$ cat config.mk
export PLATFORM = sky130hd
export DESIGN_NAME = timer_second_counter
export DESIGN_NICKNAME = d
export VERILOG_FILES = /design/src/rtl/timer_pkg.sv /design/src/rtl/tick_prescaler.sv /design/src/rtl/timer_second_counter.sv
export SDC_FILE = /design/constraint.sdc
export NUM_CORES = 1
export LEC_CHECK = 0
export BUFFER_PORTS_ARGS = -buffer_cell sky130_fd_sc_hd__buf_2
export CAP_MARGIN = 20
export CORE_UTILIZATION = 62
export CTS_CLUSTER_DIAMETER = 100
export CTS_CLUSTER_SIZE = 25
export DETAILED_ROUTE_END_ITERATION = 7
export GPL_TIMING_DRIVEN = 0
export HOLD_SLACK_MARGIN = 0.02
export PLACE_DENSITY = 0.84
export RECOVER_POWER = 25
export SYNTH_ARGS = -nofsm -noshare
export SYNTH_HDL_FRONTEND = slang
export SYNTH_HIERARCHICAL = 1
export SYNTH_SLANG_ARGS = --single-unit
$ cat constraint.sdc
create_clock -name i_clk -period 7.49 [get_ports i_clk]
set_input_delay 0.3745 -clock i_clk [delete_from_list [all_inputs] [get_ports i_clk]]
set_output_delay 0.3745 -clock i_clk [all_outputs]
set_load 0.01 [all_outputs]
$ cat src/rtl/timer_pkg.sv
// rtl/timer_pkg.sv - shared timer state encodings and target-second lookup
package timer_pkg;

    localparam logic [2:0] ST_INACTIVE  = 3'd0;
    localparam logic [2:0] ST_ARMED_5   = 3'd1;
    localparam logic [2:0] ST_ARMED_10  = 3'd2;
    localparam logic [2:0] ST_ARMED_15  = 3'd3;
    localparam logic [2:0] ST_ACTIVE_5  = 3'd4;
    localparam logic [2:0] ST_ACTIVE_10 = 3'd5;
    localparam logic [2:0] ST_ACTIVE_15 = 3'd6;
    localparam logic [2:0] ST_COMPLETE  = 3'd7;

    localparam logic [3:0] TARGET_5  = 4'd5;
    localparam logic [3:0] TARGET_10 = 4'd10;
    localparam logic [3:0] TARGET_15 = 4'd15;

    function automatic logic [3:0] target_seconds(input logic [2:0] state);
        case (state)
            ST_ARMED_5,  ST_ACTIVE_5:  return TARGET_5;
            ST_ARMED_10, ST_ACTIVE_10: return TARGET_10;
            ST_ARMED_15, ST_ACTIVE_15: return TARGET_15;
            ST_INACTIVE, ST_COMPLETE:  return 4'd0;
            default:                   return 4'd0;
        endcase
    endfunction

endpackage

$ cat src/rtl/tick_prescaler.sv
// rtl/tick_prescaler.sv - free-running divider producing a one-cycle tick every TICK_DIV enabled cycles
module tick_prescaler #(
    parameter int TICK_DIV = 100_000_000
) (
    input  logic i_clk,
    input  logic i_reset,
    input  logic enable,
    output logic tick
);

    localparam int W = (TICK_DIV > 2) ? $clog2(TICK_DIV) : 1;
    localparam logic [W-1:0] LAST = W'(TICK_DIV - 1);

    logic [W-1:0] count;

    assign tick = enable && (count == LAST);

    // Disabling holds the divider at zero so every new run gets a full first period.
    always_ff @(posedge i_clk or posedge i_reset) begin
        if (i_reset) begin
            count <= '0;
        end else if (!enable) begin
            count <= '0;
        end else if (tick) begin
            count <= '0;
        end else begin
            count <= count + W'(1);
        end
    end

endmodule

$ cat src/rtl/timer_second_counter.sv
// rtl/timer_second_counter.sv - elapsed/remaining seconds, tick and alarm for the fan timer FSM
module timer_second_counter
    import timer_pkg::*;
#(
    parameter int TICK_DIV = 100_000_000
) (
    input  logic        i_clk,
    input  logic        i_reset,
    input  logic [2:0]  i_timerState,
    output logic [31:0] o_downCount,
    output logic [3:0]  o_remaining,
    output logic        o_tick,
    output logic        o_alarm
);

    logic       running;
    logic       counting;
    logic [3:0] target;

    // Codes 4..7 all have bit 2 set; COMPLETE keeps the divider going for the alarm.
    assign running  = i_timerState[2];
    assign counting = running && (i_timerState != ST_COMPLETE);
    assign target   = target_seconds(i_timerState);

    tick_prescaler #(
        .TICK_DIV(TICK_DIV)
    ) u_prescaler (
        .i_clk   (i_clk),
        .i_reset (i_reset),
        .enable  (running),
        .tick    (o_tick)
    );

    always_ff @(posedge i_clk or posedge i_reset) begin
        if (i_reset) begin
            o_downCount <= '0;
        end else if (!running) begin
            o_downCount <= '0;
        end else if (counting && o_tick && (o_downCount != 32'hFFFF_FFFF)) begin
            o_downCount <= o_downCount + 32'd1;
        end
    end

    always_ff @(posedge i_clk or posedge i_reset) begin
        if (i_reset) begin
            o_alarm <= 1'b0;
        end else if (i_timerState == ST_COMPLETE) begin
            if (o_tick) begin
                o_alarm <= ~o_alarm;
            end
        end else begin
            o_alarm <= 1'b0;
        end
    end

    always_comb begin
        o_remaining = 4'd0;
        if (counting) begin
            if (o_downCount < {28'd0, target}) begin
                o_remaining = target - o_downCount[3:0];
            end
        end else if (!running) begin
            o_remaining = target;
        end
    end

endmodule

== Word level (Yosys, flattened, before mapping) ==
Memories as Yosys holds them, arrays and structs flattened.
Cells that the tools add are included.

* $add $sub $neg: 3
* Order comparisons: 1
* Equality and inequality tests: 6
* Multiplexer cells: 9
* Bitwise gates (word level): 1
* Reduce and logical (&&, ||, !) cells: 4

{| class="wikitable"
|+ Operators with widths
! kind !! number
|-
| 32-bit two-way mux || 2
|-
| 27-bit two-way mux || 2
|-
| 32-bit by 1-bit adder with 32-bit output, second input constant || 1
|-
| 32-bit by 4-bit less-than comparator with 1-bit output || 1
|-
| 32-bit inequality test, second input constant || 1
|-
| 27-bit by 1-bit adder with 27-bit output, second input constant || 1
|-
| 27-bit == test, second input constant || 1
|-
| 4-bit two-way mux || 3
|-
| 1-bit logical AND || 4
|-
| 4-bit subtractor || 1
|-
| 3-bit == test, second input constant || 1
|-
| 3-bit inequality test, second input constant || 1
|-
| 1-bit two-way mux || 2
|-
| 2-bit by 1-bit inequality test with 1-bit output, second input constant || 1
|-
| 2-bit inequality test, second input constant || 1
|-
| 1-bit inverter || 1
|}

* Register bits after elaboration: 60
* ROM bits: 32
* Bits of input ports: 5
* Word-level logic and storage cells: 28
* Memories kept: 1

{| class="wikitable"
|+ Memory list
! memory !! depth !! width !! rd ports !! clocked after Yosys merged registers in !! write ports !! line !! source
|-
| (name not given) || 8 || 4 || 1 || 0 || 0 || timer_pkg.sv:18 || <nowiki>case (state)</nowiki>
|}

== Longest topological paths before layout ==
* Depth after elaboration: 6
* Gate-level depth with buffers: 11
* Mapped depth without buffers: 9

== By module ==
Netlist, hierarchy kept.

{| class="wikitable"
|+ By module, submodules not included
! module !! instances !! cells each !! area an instance (µm²)
|-
| timer_second_counter || 1 || 251 || 2278.4
|-
| tick_prescaler || 1 || 163 || 1531.5
|}

== Least setup slack after synthesis ==
Ideal clock, no wire load.

* Path kind: register -> register
* Start: reg u_prescaler.count[0]
* End: reg o_downCount[4]
* Data arrival time: 2754 ps
* Data required time: 7412 ps
* Slack: 4658 ps
* Cell stages (with the launch flop): 11
* Buffers on the path: 3
* Clock period less this slack: 2832 ps
* Path through: dfrtp_1 -> ha_1 -> and4_1 -> clkbuf_2 -> nand2_4 -> nor3_1 -> nand3b_1 -> clkbuf_1 -> clkbuf_1 -> or4_1 -> a21oi_1

* Longest elaborated chain between the ends: 5

{| class="wikitable"
|+ Ends and longest elaborated chain
! element !! line !! source
|-
| start, declared || tick_prescaler.sv:14 || <nowiki>logic [W-1:0] count;</nowiki>
|-
| start signal, assigned || tick_prescaler.sv:27 || <nowiki>count <= count + W'(1);</nowiki>
|-
| 27-bit == test || tick_prescaler.sv:16 || <nowiki>assign tick = enable && (count == LAST);</nowiki>
|-
| 1-bit logical AND || tick_prescaler.sv:16 ||
|-
| named net o_tick || timer_second_counter.sv:12 || <nowiki>output logic o_tick,</nowiki>
|-
| 1-bit logical AND (2 in a row) || timer_second_counter.sv:39 || <nowiki>end else if (counting && o_tick && (o_downCount != 32'hFFFF_FFFF)) begin</nowiki>
|-
| 2-bit by 1-bit inequality test with 1-bit output (no source line) || - ||
|-
| end signal, assigned || timer_second_counter.sv:40 || <nowiki>o_downCount <= o_downCount + 32'd1;</nowiki>
|-
| end, declared || timer_second_counter.sv:10 || <nowiki>output logic [31:0] o_downCount,</nowiki>
|}

The timed path passes the listed nets, and every way through them passes these cells.
A chain may end at the register's enable or synchronous reset.

== Worst setup path after layout ==
* Start: reg u_prescaler.count[18]
* End: reg o_downCount[12]

* Longest elaborated chain between the ends: 5

{| class="wikitable"
|+ Ends and longest elaborated chain
! element !! line
|-
| 27-bit == test || tick_prescaler.sv:16
|-
| 1-bit logical AND || tick_prescaler.sv:16
|-
| 1-bit logical AND (2 in a row) || timer_second_counter.sv:39
|-
| 2-bit by 1-bit inequality test with 1-bit output (no source line) || -
|}

Every way passes these cells.

==> flow_metrics.py <==
metrics = {
    "run_status": {
        "outcome": "finished, final reports clean",
    },
    "run": {
        "maxCapViolations": 0,
    },
    "finish": {
        "n_fill_cell": 430,
        "utilization": 0.7318,
        "stdcell_count": 548,
        "ff_latch_area_um2": 1501,
        "multiInputGateArea_um2": 2152,
        "drive_above_1_share": 0.1776,
        "synthToLayoutAreaGrowth_pct": 13.73,
        "antenna_cells": 0,
        "fin_nets": 486,
    },
    "global_route": {
        "groute.usage.overall": 0.3180,
        "grt_pass1_wl_um": 15710,
        "grt_antenna_before_repair": 0,
        "grt_max_degree": 28,
        "grt_pass1_vias": 3252,
        "grt_remaining_overflow": 0,
    },
    "floorplanning": {
        "num_rows": 28,
        "pin_count": 43,
        "dieHeight_um": 80.39,
        "die_w_um": 80.39,
        "core_um2": 5921,
        "initial_utilization": 0.6435,
        "die_area_um2": 6463,
    },
    "setup_path": {
        "r2r_start": "u_prescaler/count[18]",
        "r2r_slack_ps": 3990,
        "cp.required_ps": 7690,
        "worst_ep_arrival_time_ps": 3700,
        "cp_common_cell": "clkbuf_1",
        "critical_path_class": "reg -> reg",
        "reg2regPathDepth": 9,
        "cp_max_fo": 10,
        "slowest_stage": "nor3_1",
        "end_kind": "flop",
        "r2r_end": "o_downCount[12]",
        "max_stage_delay_ps": 610,
        "crit_chain": "nor4bb_1 > nand4_1 > nor3_1 > nand3b_1 > clkbuf_1 > clkbuf_1 > clkbuf_1 > o31ai_1 > a21oi_1",
        "start_kind": "flop",
    },
    "power": {
        "p_total_w": 0.0006527,
        "powerDensity_nw_per_um2": 150.6,
        "leakage_nw": 1.821,
        "peakVddDrop_mv": 0.1009,
    },
    "clock_tree": {
        "clock_sinks": 60,
        "cts.root.buffer_cell": "clkbuf_8",
        "clkSlewWorstSetupHoldPaths_ps": 70,
        "cts.repair.resized": 0,
        "cts_tree": "done",
        "cts_buffers": 9,
        "cts_setup_buffers": 0,
        "cts-hold-fix-buffers": 0,
        "clk_latency_ps": 340,
        "cts.htree.levels": 3,
        "clockBufferDepth": 2,
    },
    "place": {
        "dp.cells": 532,
        "gp_congestion": 0.9005,
        "dp_hpwl_um": 6845,
        "numPortBuffers": 42,
    },
    "sta": {
        "skew_ps": 5.927,
        "finalSetupTns_ps": 0,
        "hold_violations": 0,
        "fin_crit_ps": 3498,
        "drv_slew": 0,
        "rsz0062_at_grt": "no",
        "max_freq_ghz": 0.2858,
        "timing.hold.ws_ps": 34.44,
        "layout_worst_path_cycle_share": 0.4671,
        "tightest_slew_ps": 951.2,
        "slew_headroom": 0.3658,
        "setup_viol": 0,
    },
    "synth": {
        "synth_top_family_by_area": "simple AND/OR/NAND/NOR gates",
        "avgSynthCellArea_um2": 9.203,
        "synth_edf_count": 0,
        "synth_area_leaders": "dfrtp_1 (39%), a21oi_1 (4.3%), ha_1 (3.6%), nand4_1 (3.4%), o31ai_1 (3.3%)",
        "synthSimpleGateAreaFrac": 0.3103,
        "ys_ff_latch": 60,
        "synth_flop_cell": "dfrtp_1",
        "synthMostInstantiatedCell": "dfrtp_1",
        "synth_area_leader_cell": "dfrtp_1",
        "synthXorXnorAreaFrac": 0.04368,
        "syn_inst": 414,
        "synth_compound_area_frac": 0.1616,
        "synthArstFlopShare": 1.000,
        "seq_area_frac_synth": 0.3941,
        "synth_fa_ha_area_frac": 0.04138,
        "ys_types": 62,
        "yosys-top-cells-count": "dfrtp_1 (60), a21oi_1 (33), nand2_1 (30)",
        "synth_nets": 431,
        "syn_area_um2": 3810,
        "synth_mux_area_frac": 0.007882,
        "ys_warn_count": 6,
        "synth_top_area_share": 0.3941,
    },
    "detailed_routing": {
        "drt-vias-per-instance": 6.580,
        "drc": 0,
        "routedWlPerCell_um": 17.59,
        "num_vias": 3606,
        "drt_iter0_drc": 255,
        "wl_um": 9638,
        "ant_nets": 0,
        "dr.pass1.iters": 7,
    },
    "min_path": {
        "hp-class": "in -> async",
    },
}
worst max-delay path, delay by kind of cell (launching register included):
kind | cells | cell delay, ps
AO/OA/AOI/OAI | 2 | 400
buffers and inverters | 3 | 880
AND/OR/NAND/NOR | 4 | 1630
flip-flops | 1 | 440
area by class of cell:
| type | instances | share of cell area |
|---|---|---|
| clock buffer | 14 | 0.04216 |
| clock inverter | 1 | 0.001155 |
| multi-input combinational | 317 | 0.4967 |
| inverter | 16 | 0.01386 |
| sequential | 60 | 0.3465 |
| buffer | 21 | 0.02224 |
| timing repair buffer | 44 | 0.05573 |
| tap | 75 | 0.02166 |
state kept, by name, summed over array words and instances (netlist names):
signal             flops
o_alarm                1
u_prescaler/count     27
o_downCount           32
report_power, final:
part | switching, W | internal [W] | total (W)
clock | 0.000123 | 0.000154 | 0.000277
combinational | 0.0000291 | 0.0000152 | 0.0000443
sequential | 0.00000421 | 0.000327 | 0.000332
total | 0.000156 | 0.000497 | 0.000653
cells by family after synthesis:
family / after synthesis
AOI/OAI and AO/OA: 92
adders and majority gates: 12
and+or+nand+nor: 191
buffers and inverters: 37
muxes: 3
xor gates and xnor gates: 19
DFF: 60
how the worst max path moves through the flow:
stage,from,endpoint,slack (ps),depth (start not counted)
finish,u_prescaler/count[18],o_downCount[12],3990,9
global route,u_prescaler/count[0],o_downCount[3],3760,10
CTS,u_prescaler/count[0],o_downCount[9],4070,11
detailed placement,i_timerState[2],o_downCount[9],4000,10
global placement,i_timerState[2],o_downCount[3],4040,9
floorplan,u_prescaler/count[0],o_downCount[4],4660,10
placed cells by master (no fill, tap or decap), drive strengths merged, types with 2 or more instances in the layout:
master   Yosys  layout
a21oi       34      34
and4        12      12
o311ai       3       3
a31oi        3       3
ha          11      11
xor2        10      10
or3         16      16
nor4bb       2       2
nor3         8       8
nand2       32      32
o21ai       20      20
mux2i        3       3
o31a         2       2
o211ai       3       3
o31ai       18      18
inv         15      15
nor4        13      13
nor2        21      21
clkinv       1       2
clkbuf      14      29
nand2b       5       5
a2111oi      3       3
xnor2        9       9
or2          2       2
nand3       21      21
nand4       24      24
or4         20      20
dfrtp       60      60
nand3b       2       2
buf          7      50
and3         6       6
per-layer routing:
| metal | track usage | up-vias | part of all wire |
|---|---|---|---|
| met2 | 0.4678 | 134 | 0.46 |
| met4 | 0.1161 | 0 | 0.015 |
| li1 | - | 1691 | - |
| met5 | 0 | - | 0 |
| met3 | 0.04659 | 16 | 0.062 |
| met1 | 0.4706 | 1765 | 0.47 |
through the flow:
stage	setup WS (ps)	area, um^2
global route	3756	4333
floorplan	4658	3810
CTS	4068	4329
global placement	4038	4114
detailed placement	4004	4141
finish	3992	4333
Power figures use the tool's default switching activity.
